`src/rtl/dm_port_arbiter.sv`:
```
// dm_port_arbiter
//   Shares the single-port data memory between the CPU MEM stage and a
//   DMA/loader requester. The CPU has priority. After STARVE_MAX consecutive
//   cycles in which the CPU beats a waiting DMA request, one slot is forced to
//   the DMA and the CPU is stalled for that cycle.
// Ports
//   clk, rst                 clock, synchronous active-high reset
//   cpu_rd/wr/addr/wdata     MEM-stage access request
//   cpu_rdata                load data (straight from mem_rdata)
//   cpu_stall                CPU access not granted this cycle
//   dma_req_valid/ready      DMA request handshake
//   dma_we/addr/wdata        DMA request payload (1 = write)
//   dma_rsp_valid/rdata      registered read response, one cycle after accept
//   mem_rd/wr/addr/wdata     to the data memory
//   mem_rdata                from the data memory, valid in the mem_rd cycle
//   stall_cnt                saturating count of CPU stall cycles
module dm_port_arbiter #(
    parameter int ADDR_W     = 7,
    parameter int DATA_W     = 32,
    parameter int STARVE_MAX = 4,
    parameter int CNT_W      = 16
) (
    input  logic              clk,
    input  logic              rst,
    input  logic              cpu_rd,
    input  logic              cpu_wr,
    input  logic [ADDR_W-1:0] cpu_addr,
    input  logic [DATA_W-1:0] cpu_wdata,
    output logic [DATA_W-1:0] cpu_rdata,
    output logic              cpu_stall,
    input  logic              dma_req_valid,
    output logic              dma_req_ready,
    input  logic              dma_we,
    input  logic [ADDR_W-1:0] dma_addr,
    input  logic [DATA_W-1:0] dma_wdata,
    output logic              dma_rsp_valid,
    output logic [DATA_W-1:0] dma_rdata,
    output logic              mem_rd,
    output logic              mem_wr,
    output logic [ADDR_W-1:0] mem_addr,
    output logic [DATA_W-1:0] mem_wdata,
    input  logic [DATA_W-1:0] mem_rdata,
    output logic [CNT_W-1:0]  stall_cnt
);

    // Keep the counter at least one bit wide so STARVE_MAX=0 still elaborates.
    localparam int          SW         = (STARVE_MAX > 0) ? $clog2(STARVE_MAX + 1) : 1;
    localparam logic [SW-1:0] STARVE_LIM = SW'(STARVE_MAX);

    logic          force_slot;
    logic [SW-1:0] starve;
    logic          cpu_acc;
    logic          cpu_gnt;
    logic          dma_gnt;
    logic          contended;

    always_comb begin
        cpu_acc = cpu_rd | cpu_wr;
        cpu_gnt = 1'b0;
        dma_gnt = 1'b0;
        if (!rst) begin
            if (force_slot && dma_req_valid) dma_gnt = 1'b1;
            else if (cpu_acc)                 cpu_gnt = 1'b1;
            else if (dma_req_valid)           dma_gnt = 1'b1;
        end
    end

    always_comb begin
        mem_rd    = 1'b0;
        mem_wr    = 1'b0;
        mem_addr  = cpu_addr;
        mem_wdata = cpu_wdata;
        if (dma_gnt) begin
            mem_rd    = ~dma_we;
            mem_wr    = dma_we;
            mem_addr  = dma_addr;
            mem_wdata = dma_wdata;
        end else if (cpu_gnt) begin
            mem_rd = cpu_rd;
            mem_wr = cpu_wr;
        end
    end

    assign cpu_rdata     = mem_rdata;
    assign cpu_stall     = cpu_acc & dma_gnt;
    assign dma_req_ready = dma_gnt;
    assign contended     = dma_req_valid & cpu_gnt;

    always_ff @(posedge clk) begin
        if (rst) begin
            force_slot    <= 1'b0;
            starve        <= '0;
            dma_rsp_valid <= 1'b0;
            dma_rdata     <= '0;
            stall_cnt     <= '0;
        end else begin
            dma_rsp_valid <= dma_gnt & ~dma_we;
            if (dma_gnt && !dma_we) dma_rdata <= mem_rdata;

            if (cpu_stall && stall_cnt != '1) stall_cnt <= stall_cnt + 1'b1;

            // A contended cycle can never coincide with force_slot=1 (a waiting
            // DMA wins then), so the forced slot always lasts exactly one cycle.
            if (STARVE_MAX == 0) begin
                starve     <= '0;
                force_slot <= 1'b0;
            end else if (contended) begin
                if (starve != STARVE_LIM) starve <= starve + 1'b1;
                force_slot <= (starve == STARVE_LIM - 1'b1);
            end else begin
                starve     <= '0;
                force_slot <= 1'b0;
            end
        end
    end

endmodule

```
`config.mk`:
```
export PLATFORM = sky130hd
export DESIGN_NAME = dm_port_arbiter
export DESIGN_NICKNAME = d
export VERILOG_FILES = /design/src/rtl/dm_port_arbiter.sv
export SDC_FILE = /design/constraint.sdc
export NUM_CORES = 1
export LEC_CHECK = 0
export BUFFER_PORTS_ARGS = -buffer_cell sky130_fd_sc_hd__buf_2
export CAP_MARGIN = 10
export CORE_MARGIN = 2
export CORE_UTILIZATION = 35
export CTS_BUF_LIST = sky130_fd_sc_hd__clkbuf_16
export DETAILED_ROUTE_END_ITERATION = 6
export PLACE_DENSITY = 0.82
export SLEW_MARGIN = 20
export SYNTH_ARGS = -nofsm -noshare
export SYNTH_HDL_FRONTEND = slang
export SYNTH_SLANG_ARGS = --single-unit
```
`constraint.sdc`:
```
create_clock -name clk -period 2.4 [get_ports clk]
set_clock_uncertainty 0.15 [all_clocks]
set_input_delay 0.6 -clock clk [delete_from_list [all_inputs] [get_ports clk]]
set_output_delay 0.6 -clock clk [all_outputs]
set_load 0.005 [all_outputs]
```
==> flow_metrics.tcl, run 1 <==
set metrics [dict create \
    met3_usage_pct 4.39 \
    synth_seq_area_share_pct 36.9 \
    dp_hpwl_um 7780 \
    dr.pass1.iters 4 \
    power_mw 2.10 \
    yosysWarnings 0 \
    grt_pass1_vias 2846 \
    ir_drop_mv 0.370 \
    port_buffers 239 \
    post-route-drc-count 0 \
    cts.sinks 53 \
    rr_startpoint "stall_cnt[0]$_SDFFE_PP0P_" \
    wl_per_cell_um 16.9 \
    drive_gt1_share_pct 56.3 \
    met2_usage_pct 30.4 \
    synthCells 344 \
    tritoncts "built" \
    ys_top_cells_by_area "dfxtp_1 (37%), mux2_2 (15%), nand2_1 (9.4%), buf_4 (8.3%), a21oi_1 (7.5%)" \
    hold_ws_ns 0.302 \
    critical_path_buf_inv_count 4 \
    clock.fmax_mhz 411 \
    synthDistinctLibCells 36 \
    synth-edff-count 0 \
    min_period_ns 2.44 \
    grt.overflow.total 0 \
    core_area_um2 8090 \
    setup_viol 13 \
    cp.arrival_ns 1.69 \
    viasPerCell 5.04 \
    rsz0062_at_grt "true" \
    drv_slew 0 \
    holdPathEnd "dma_rdata[15]$_SDFFE_PP0P_" \
    synth_area_leader_cell "dfxtp_1" \
    htreeDepth 2 \
    clk_pin_slew_worst_paths_ns 0.06 \
    antenna_found_initial 0 \
    rr_endpoint "stall_cnt[8]$_SDFFE_PP0P_" \
    fin_ws_ns -0.0360 \
    syn_area_um2 2880 \
    syn-num-nets 464 \
    insertion_delay_ns 0.29 \
    async_flop_share_pct 0 \
    grt_pass1_wl_um 14000 \
    via_count 3380 \
    antennaDiodeCount 0 \
    start_kind "input pin" \
    rrSetupSlack_ns 0.15 \
    reg2reg_depth 5 \
    post-route-period-util_pct 102 \
    io_pins 240 \
    ys_seq_elements 53 \
    crit_type "in -> out" \
    max_cap_violations 0 \
    pre_cts_slack_ns -0.154 \
    slew_headroom_pct 68.5 \
    path_cells "buf_8, nor2_4, o21ai_4, buf_6, clkbuf_16, mux2_2, buf_2" \
    min_from "dma_rdata[15]$_SDFFE_PP0P_" \
    cp-end-kind "primary output" \
    max_stage_delay_ns 0.34 \
    fp.dieH_um 94.7 \
    grt_max_degree 34 \
    grtUsageTotal_pct 19.9 \
    nets 684 \
    required_ns 1.65 \
    grt_util_met1_pct 29.3 \
    avgSynthCellArea_um2 8.37 \
    failed_checks "negative setup slack" \
    grt_busiest_layer "met2" \
    totalWireLength_um 11400 \
    rows 33 \
    ant_nets 0 \
    path_delay_family "buffers and inverters" \
    leakagePower_nw 2.38 \
    cts.root.buffer_cell "clkbuf_16" \
    placed_cells 654 \
    critPathMaxFanout 8 \
    hold_viol 0 \
    status "complete, but fails checks" \
    whs_path_depth 2 \
    die-area_um2 8960 \
    p_per_area_nw_per_um2 445 \
    gp_congestion 0.803 \
    die_x_um 94.7 \
    synth-main-ff-cell "dfxtp_1" \
    drtIter0Drc 151 \
    initial_utilization_pct 35.6 \
    synth_top_cell_area_share_pct 36.9 \
    hold_path.class "reg -> reg" \
    cts_buffers 5 \
    tightest_slew_ns 0.468 \
    clock_path_buffers 2 \
    critPathSlowestCell "mux2_2" \
    syn2layout_area_growth_pct 63.9 \
    instances_no_fill 670 \
]
## per-layer routing
metal  up-vias  routed length (µm)
li1       1613                   -
met1      1573                4690
met2       182                5650
met3        12                 915
met4         0                 105
met5         -                   0
## worst max path at each step
stage	from	end	cells past startpoint	slack, ns
floorplan	rst	mem_addr[6]	5	0.10
global placement	dma_req_valid	mem_wdata[8]	7	-0.12
detailed placement	dma_req_valid	mem_wdata[8]	7	-0.15
CTS	dma_req_valid	mem_wdata[26]	7	-0.14
global route	cpu_wr	mem_wdata[0]	7	-0.05
finish	cpu_wr	mem_wdata[0]	7	-0.04
## through the flow
| step | TNS, ns | utilization, % | area (µm²) |
|---|---|---|---|
| after global placement | -3.66 | 50.1 | 4050 |
| after CTS | -4.47 | 54.5 | 4410 |
| after floorplan | 0 | - | 2890 |
| after detailed placement | -4.46 | 50.1 | 4050 |
| final | -0.182 | 58.3 | 4720 |
| after global routing | -0.656 | 58.3 | 4720 |
## layout by cell type (no fill, tap or decap), types with 2 or more instances in the layout
master / n
mux2_4: 33
buf_8: 3
a32oi_1: 2
o31ai_1: 6
nand3_1: 9
buf_4: 15
ha_1: 4
a21oi_1: 43
clkbuf_16: 6
or4_1: 6
nand2_1: 72
buf_16: 2
buf_12: 3
dfxtp_1: 52
buf_2: 209
inv_1: 9
mux2_2: 6
or3_1: 6
nor2_1: 4
nand2b_1: 3
o21ai_0: 5
and3_1: 3
buf_6: 31
o311ai_0: 4
nand4_1: 5
o41ai_1: 3
## cell families after synthesis
logic type / after synthesis / share of synthesized area (%)
and+or+nand+nor: 117 / 19.0
AOI/OAI and AO/OA: 69 / 14.3
buffers and inverters: 60 / 12.2
DFF: 53 / 36.9
muxes: 40 / 15.6
adders and majority gates: 4 / 1.74
xor gates and xnor gates: 1 / 0.304
## cell type report
class,instances,area [µm²]
clock buffers,5,125
flip-flops and latches,53,1060
well taps,105,131
clock inverters,3,41.3
multi-input cells,231,1630
fillers,695,3380
inverters,9,33.8
repair buffers,264,1690
## synthesized netlist by cell type, types with 2 or more instances
cell	n
buf_4	32
a32oi_1	2
nand2_1	72
nand4_1	5
mux2_2	39
o21ai_0	5
clkbuf_1	15
nand2b_1	3
o41ai_1	3
inv_1	9
ha_1	4
buf_2	4
o31ai_1	6
or3_1	6
and3_1	3
a21oi_1	43
o311ai_0	4
or4_1	6
nor2_1	5
dfxtp_1	53
nand3_1	10
## power by group
part           switching, mW  leakage, nW  internal [mW]  total, mW
sequential           0.00460        0.428          0.888      0.892
combinational          0.165         1.88          0.251      0.415
clock                  0.305       0.0775          0.488      0.794
total                  0.475         2.38           1.63       2.10
## flip-flops by register name (all words and copies together), names as in the netlist
signal / count
dma_rdata: 32
stall_cnt: 16
starve: 3
dma_rsp_valid: 1
force_slot: 1
## repair_timing
action,4_1_cts,5_1_grt
hold buffers,0,0
resized for setup,16,76
endpoints found under the setup margin,38,40
pin swaps,0,2
endpoints found under the hold margin,0,0
cloned,3,1
buffers inserted,5,4
## worst register-to-register path, stage by stage, from the launching register on
cell,delay [ns]
dfxtp_1,0.44
ha_1,0.26
nand3_2,0.18
or4_1,0.61
or3_1,0.36
a21oi_1,0.17
No activity file was read; power rests on OpenSTA's default activity.
==> inputs of run 2 (changes only) <==
--- a/config.mk
+++ b/config.mk
@@ -5,10 +5,11 @@
 export SDC_FILE = /design/constraint.sdc
 export NUM_CORES = 1
 export LEC_CHECK = 0
+export ABC_AREA = 1
 export BUFFER_PORTS_ARGS = -buffer_cell sky130_fd_sc_hd__buf_2
 export CAP_MARGIN = 10
 export CORE_MARGIN = 2
-export CORE_UTILIZATION = 35
+export CORE_UTILIZATION = 36
 export CTS_BUF_LIST = sky130_fd_sc_hd__clkbuf_16
 export DETAILED_ROUTE_END_ITERATION = 6
 export PLACE_DENSITY = 0.82
==> flow_metrics.tcl, run 2 <==
set metrics [dict create \
    final_cell_mix "buf_2 (239), nand2_1 (159), nor2_1 (112), dfxtp_1 (53), o21ai_0 (28)" \
    mostFrequentLayoutCell "buf_2" \
    via_count 3585 \
    fin_tns_setup_ns 0 \
    avgSynthCellArea_um2 6.29 \
    top_register "dma_rdata" \
    synth_top_cell_area_share_pct 34.5 \
    clock.fmax_mhz 436 \
    grt_pass1_vias 2861 \
    status "finished, final reports clean" \
    required_ns 1.65 \
    dr.pass1.iters 4 \
    cts_hold_buffers 0 \
    critPathMaxFanout 40 \
    fp.dieH_um 96.4 \
    internal_power_mw 1.45 \
    synth-main-ff-cell "dfxtp_1" \
    grt_max_degree 46 \
    syn_area_um2 3070 \
    syn2layout_area_growth_pct 39.2 \
    cts.root.buffer_cell "clkbuf_16" \
    initial_utilization_pct 37.2 \
    tritoncts "built" \
    crit_end "mem_addr[4]" \
    post_cts_resized 0 \
    die_x_um 96.4 \
    start_kind "input pin" \
    p_seq_share_pct 46.2 \
    synth-edff-count 0 \
    port_buffers 239 \
    pwr-share-comb_pct 16.1 \
    totalWireLength_um 9140 \
    ir_drop_mv 0.308 \
    async_flop_share_pct 0 \
    insertion_delay_ns 0.29 \
    switching_power_mw 0.493 \
    core_area_um2 8260 \
    critical_path_buf_inv_count 4 \
    grtUsageTotal_pct 17.7 \
    max_stage_delay_ns 0.20 \
    startpoint "cpu_rd" \
    wl_per_cell_um 11.5 \
    synthDistinctLibCells 24 \
    dp_hpwl_um 7220 \
    yosysMostFrequentCell "nand2_1" \
    antennaDiodeCount 0 \
    reg.largest.list "dma_rdata (32), stall_cnt (16), starve (3)" \
    slew_headroom_pct 72.5 \
    rows 33 \
    p_per_area_nw_per_um2 455 \
    clk_pin_slew_worst_paths_ns 0.07 \
    path_delay_family "buffers and inverters" \
    grt.overflow.total 0 \
    hold_path.class "reg -> reg" \
    cp-end-kind "primary output" \
    post-route-period-util_pct 95.5 \
    nets 811 \
    clock_path_buffers 2 \
    die-area_um2 9290 \
    cts.sinks 53 \
    ys_top_cells_by_area "dfxtp_1 (35%), nand2_1 (19%), nor2_1 (14%), buf_4 (9.3%), o21ai_0 (4.6%)" \
    p_sw_share_pct 25.4 \
    setup_viol 0 \
    leakagePower_nw 2.44 \
    rsz0062_at_grt "false" \
    gp_congestion 0.868 \
    io_pins 240 \
    reg2reg_depth 8 \
    rr_startpoint "stall_cnt[0]$_SDFFE_PP0P_" \
    synth_common_cells "nand2_1 (159), nor2_1 (112), dfxtp_1 (53), buf_4 (38), o21ai_0 (28)" \
    drive_gt1_share_pct 38.9 \
    grt_pass1_wl_um 12900 \
    cp.arrival_ns 1.54 \
    clkPwrFrac_pct 37.7 \
    critPathSlowestCell "buf_12" \
    cts_buffers 5 \
    rrSetupSlack_ns 0.48 \
    rr_endpoint "stall_cnt[9]$_SDFFE_PP0P_" \
    post-route-drc-count 0 \
    max_cap_violations 0 \
    synthCells 489 \
    antenna_found_initial 0 \
    fin_ws_ns 0.107 \
    cp_num_cells 8 \
    ant_nets 0 \
    synth_seq_area_share_pct 34.5 \
    crit_type "in -> out" \
    path_cells "buf_2, nor2_2, o21ai_4, inv_1, buf_12, nand2_1, nand2_1, buf_2" \
    min_period_ns 2.29 \
    tightest_slew_ns 0.412 \
    pre_cts_slack_ns 0.0862 \
    ys_seq_elements 53 \
    yosysWarnings 0 \
    syn-num-nets 609 \
    hold_viol 0 \
    post_cts_buffers 0 \
    viasPerCell 4.50 \
    drv_slew 0 \
    largest_reg_flops 32 \
    htreeDepth 2 \
    synth_area_leader_cell "dfxtp_1" \
    drtIter0Drc 118 \
]
[run 2: changes by cell type in the layout (fill, tap and decap cells not counted), moves of 8 or more]
| cell | previous run | this run |
|---|---|---|
| nor2_1 | 4 | 112 |
| nand2_1 | 72 | 159 |
| mux2_4 | 33 | 0 |
| buf_2 | 209 | 239 |
| buf_6 | 31 | 1 |
| a21oi_1 | 43 | 14 |
| o21ai_0 | 5 | 28 |
| nand3_1 | 9 | 23 |
| inv_1 | 9 | 21 |
| buf_4 | 15 | 7 |
[run 2: cell type report]
type,count,area [µm²]
fillers,839,3980
clock inverters,3,26.3
multi-input cells,360,1550
flip-flops and latches,53,1060
inverters,22,82.6
well taps,105,131
repair buffers,249,1300
clock buffers,5,125
[run 2: logic make-up (layout without fill, tap and decap cells)]
logic type / count (synthesis) / in the layout / share of synthesized area [%]
compound gates: 47 / 47 / 8.02
xor+xnor: 1 / 1 / 0.285
fa+ha+maj: 4 / 4 / 1.63
buf+inv: 76 / 279 / 15.0
flops: 53 / 53 / 34.5
simple gates: 308 / 308 / 40.5
[run 2: worst min path at each step]
| stage | from | to | slack, ns | cells after the start |
|---|---|---|---|---|
| floorplan | starve[2]$_SDFFE_PP0P_ | starve[1]$_SDFFE_PP0P_ | 0.31 | 2 |
| global placement | dma_rdata[6]$_SDFFE_PP0P_ | dma_rdata[6]$_SDFFE_PP0P_ | 0.33 | 2 |
| detailed placement | dma_rdata[31]$_SDFFE_PP0P_ | dma_rdata[31]$_SDFFE_PP0P_ | 0.33 | 2 |
| CTS | starve[2]$_SDFFE_PP0P_ | starve[1]$_SDFFE_PP0P_ | 0.35 | 2 |
| global route | starve[2]$_SDFFE_PP0P_ | starve[1]$_SDFFE_PP0P_ | 0.38 | 2 |
| finish | starve[2]$_SDFFE_PP0P_ | starve[1]$_SDFFE_PP0P_ | 0.34 | 2 |
[run 2: worst reg2reg max path, cell delays in order (launching register included)]
cell	delay (ns)
dfxtp_1	0.42
ha_1	0.22
nand3_2	0.13
nor2_2	0.18
nand3_2	0.35
nand2_1	0.20
nand2_1	0.07
nand2_1	0.06
nor2_1	0.04
[run 2: stage by stage]
| stage | total power [mW] | util (%) | instance area [µm²] | hold WS, ns | cells |
|---|---|---|---|---|---|
| after floorplan | 1.07 | - | 3070 | 0.311 | 489 |
| after CTS | 1.97 | 51.8 | 4270 | 0.352 | 797 |
| after detailed placement | 1.23 | 49.9 | 4120 | 0.331 | 789 |
| after global placement | 1.23 | 49.9 | 4120 | 0.325 | 789 |
| after global routing | 2.06 | 51.8 | 4280 | 0.381 | 797 |
| final | 1.94 | 51.8 | 4280 | 0.343 | 797 |
[run 2: routing by layer]
metal | global-route usage [%] | vias to the layer above | wire, µm
met4 | 3.52 | 0 | 48
met1 | 22.5 | 1523 | 3840
li1 | - | 1889 | -
met2 | 30.3 | 169 | 4360
met3 | 4.58 | 4 | 890
met5 | 0 | - | 0
[run 2: power by group through the flow]
stage	logic, mW	registers, mW	clock network (mW)
floorplan	0.146	0.920	0
global placement	0.313	0.918	0
detailed placement	0.314	0.918	0
CTS	0.315	0.898	0.756
global route	0.358	0.900	0.801
finish	0.313	0.898	0.733
==> inputs of run 3 (changes only) <==
--- a/config.mk
+++ b/config.mk
@@ -9,10 +9,10 @@
 export BUFFER_PORTS_ARGS = -buffer_cell sky130_fd_sc_hd__buf_2
 export CAP_MARGIN = 10
 export CORE_MARGIN = 2
-export CORE_UTILIZATION = 36
+export CORE_UTILIZATION = 35
 export CTS_BUF_LIST = sky130_fd_sc_hd__clkbuf_16
 export DETAILED_ROUTE_END_ITERATION = 6
-export PLACE_DENSITY = 0.82
+export PLACE_DENSITY = 0.8
 export SLEW_MARGIN = 20
 export SYNTH_ARGS = -nofsm -noshare
 export SYNTH_HDL_FRONTEND = slang
==> flow_metrics.tcl, run 3 (same netlist as run 2, synthesis figures left out) <==
set metrics [dict create \
    ir_drop_mv 0.364 \
    start_kind "input pin" \
    initial_utilization_pct 35.6 \
    startpoint "cpu_rd" \
    dp_hpwl_um 7560 \
    leakagePower_nw 2.46 \
    grt_max_degree 49 \
    rsz0062_at_grt "false" \
    max_cap_violations 0 \
    clkPwrFrac_pct 40.4 \
    final_cell_mix "buf_2 (239), nand2_1 (159), nor2_1 (112), dfxtp_1 (53), o21ai_0 (28)" \
    dr.pass1.iters 4 \
    cp.arrival_ns 1.53 \
    totalWireLength_um 9610 \
    fin_tns_setup_ns 0 \
    required_ns 1.65 \
    grtUsageTotal_pct 18.9 \
    instances_no_fill 800 \
    met3_usage_pct 4.46 \
    htreeDepth 2 \
    hold_ws_ns 0.338 \
    hold_path.class "reg -> reg" \
    status "finished, final reports clean" \
    viasPerCell 4.52 \
    top_register "dma_rdata" \
    rows 34 \
    mostFrequentLayoutCell "buf_2" \
    drv_slew 0 \
    post-route-drc-count 0 \
    cts_buffers 5 \
    rrSetupSlack_ns 0.57 \
    grt.overflow.total 0 \
    clock.fmax_mhz 438 \
    internal_power_mw 1.56 \
    final_area_um2 4310 \
    switching_power_mw 0.488 \
    cp-end-kind "primary output" \
    reg.largest.list "dma_rdata (32), stall_cnt (16), starve (3)" \
    met2_usage_pct 35.6 \
    nets 810 \
    dpl_cell_area_um2 4110 \
    pwr-share-comb_pct 15.6 \
    slew_headroom_pct 70.7 \
    port_buffers 239 \
    core_area_um2 8640 \
    min_period_ns 2.28 \
    tightest_slew_ns 0.439 \
    setup_viol 0 \
    p_per_area_nw_per_um2 474 \
    post-route-period-util_pct 95.0 \
    p_seq_share_pct 43.9 \
    antenna_found_initial 2 \
    io_pins 240 \
    tritoncts "built" \
    grt_util_met1_pct 20.5 \
    placed_cells 790 \
    cts.root.buffer_cell "clkbuf_16" \
    grt_busiest_layer "met2" \
    rr_startpoint "stall_cnt[0]$_SDFFE_PP0P_" \
    cts_hold_buffers 0 \
    largest_reg_flops 32 \
    power_mw 2.04 \
    gp_congestion 0.889 \
    die-area_um2 9550 \
    hold_viol 0 \
    grt_pass1_wl_um 15000 \
    drive_gt1_share_pct 38.9 \
    ant_nets 0 \
    via_count 3616 \
    insertion_delay_ns 0.29 \
    fp.dieH_um 97.7 \
    clk_pin_slew_worst_paths_ns 0.07 \
    clock_path_buffers 2 \
    p_sw_share_pct 23.9 \
    critPathMaxFanout 20 \
    drtIter0Drc 104 \
    grt_pass1_vias 3246 \
    crit_type "in -> out" \
    cts.sinks 53 \
    die_x_um 97.7 \
    wl_per_cell_um 12.0 \
    min_from "starve[2]$_SDFFE_PP0P_" \
    syn2layout_area_growth_pct 40.3 \
]
-- run 3: changes by cell type in the layout (fill, tap and decap cells not counted), sizes merged --
cell,previous run,this run
buf,249,247
clkbuf,5,6
clkinvlp,2,0
bufinv,0,1
diode,0,1
inv,23,24
-- run 3: per-stage QoR --
stage	util [%]	setup WS, ns
finish	49.9	0.119
CTS	49.6	0.0557
global placement	47.6	0.0704
floorplan	-	0.347
global route	49.9	0.0439
detailed placement	47.6	0.0553
-- run 3: path summary, 6_finish.rpt --
path | endpoint | depth (start not counted)
worst max-delay path | mem_wdata[21] | 8
worst min-delay path | starve[1]$_SDFFE_PP0P_ | 2
worst max register to register | stall_cnt[9]$_SDFFE_PP0P_ | 8
worst min register to register | starve[1]$_SDFFE_PP0P_ | 2
-- run 3: area by class of cell --
type | instances | area (µm²)
diodes | 1 | 2.50
flip-flops and latches | 53 | 1060
inverters | 22 | 82.6
clock buffers | 5 | 125
repair buffers | 248 | 1310
clock inverters | 3 | 47.5
fillers | 890 | 4320
multi-input cells | 360 | 1550
well taps | 108 | 135
-- run 3: what timing repair did --
item                                    4_1_cts  5_1_grt
buffers inserted                              0        0
hold endpoints to repair                      0        0
resized for setup                             0        1
endpoints found under the setup margin        0        1
-- run 3: critical path, stage by stage --
cell	delay [ns]
buf_2	0.11
nor2_2	0.18
o21ai_4	0.09
inv_2	0.10
buf_12	0.16
nand2_1	0.08
nand2_1	0.06
buf_2	0.14
-- run 3: power by group through the flow --
stage               Combinational [mW]  Sequential [mW]  Clock (mW)
floorplan                        0.146            0.920           0
global placement                 0.318            0.919           0
detailed placement               0.319            0.918           0
CTS                              0.321            0.898       0.853
global route                     0.355            0.900       0.894
finish                           0.319            0.898       0.827
-- run 3: layer usage --
metal  share of wire, %  vias up
met5                  0        -
met3                8.6       12
li1                   -     1892
met2                 51      168
met4                2.3        0
met1                 38     1544
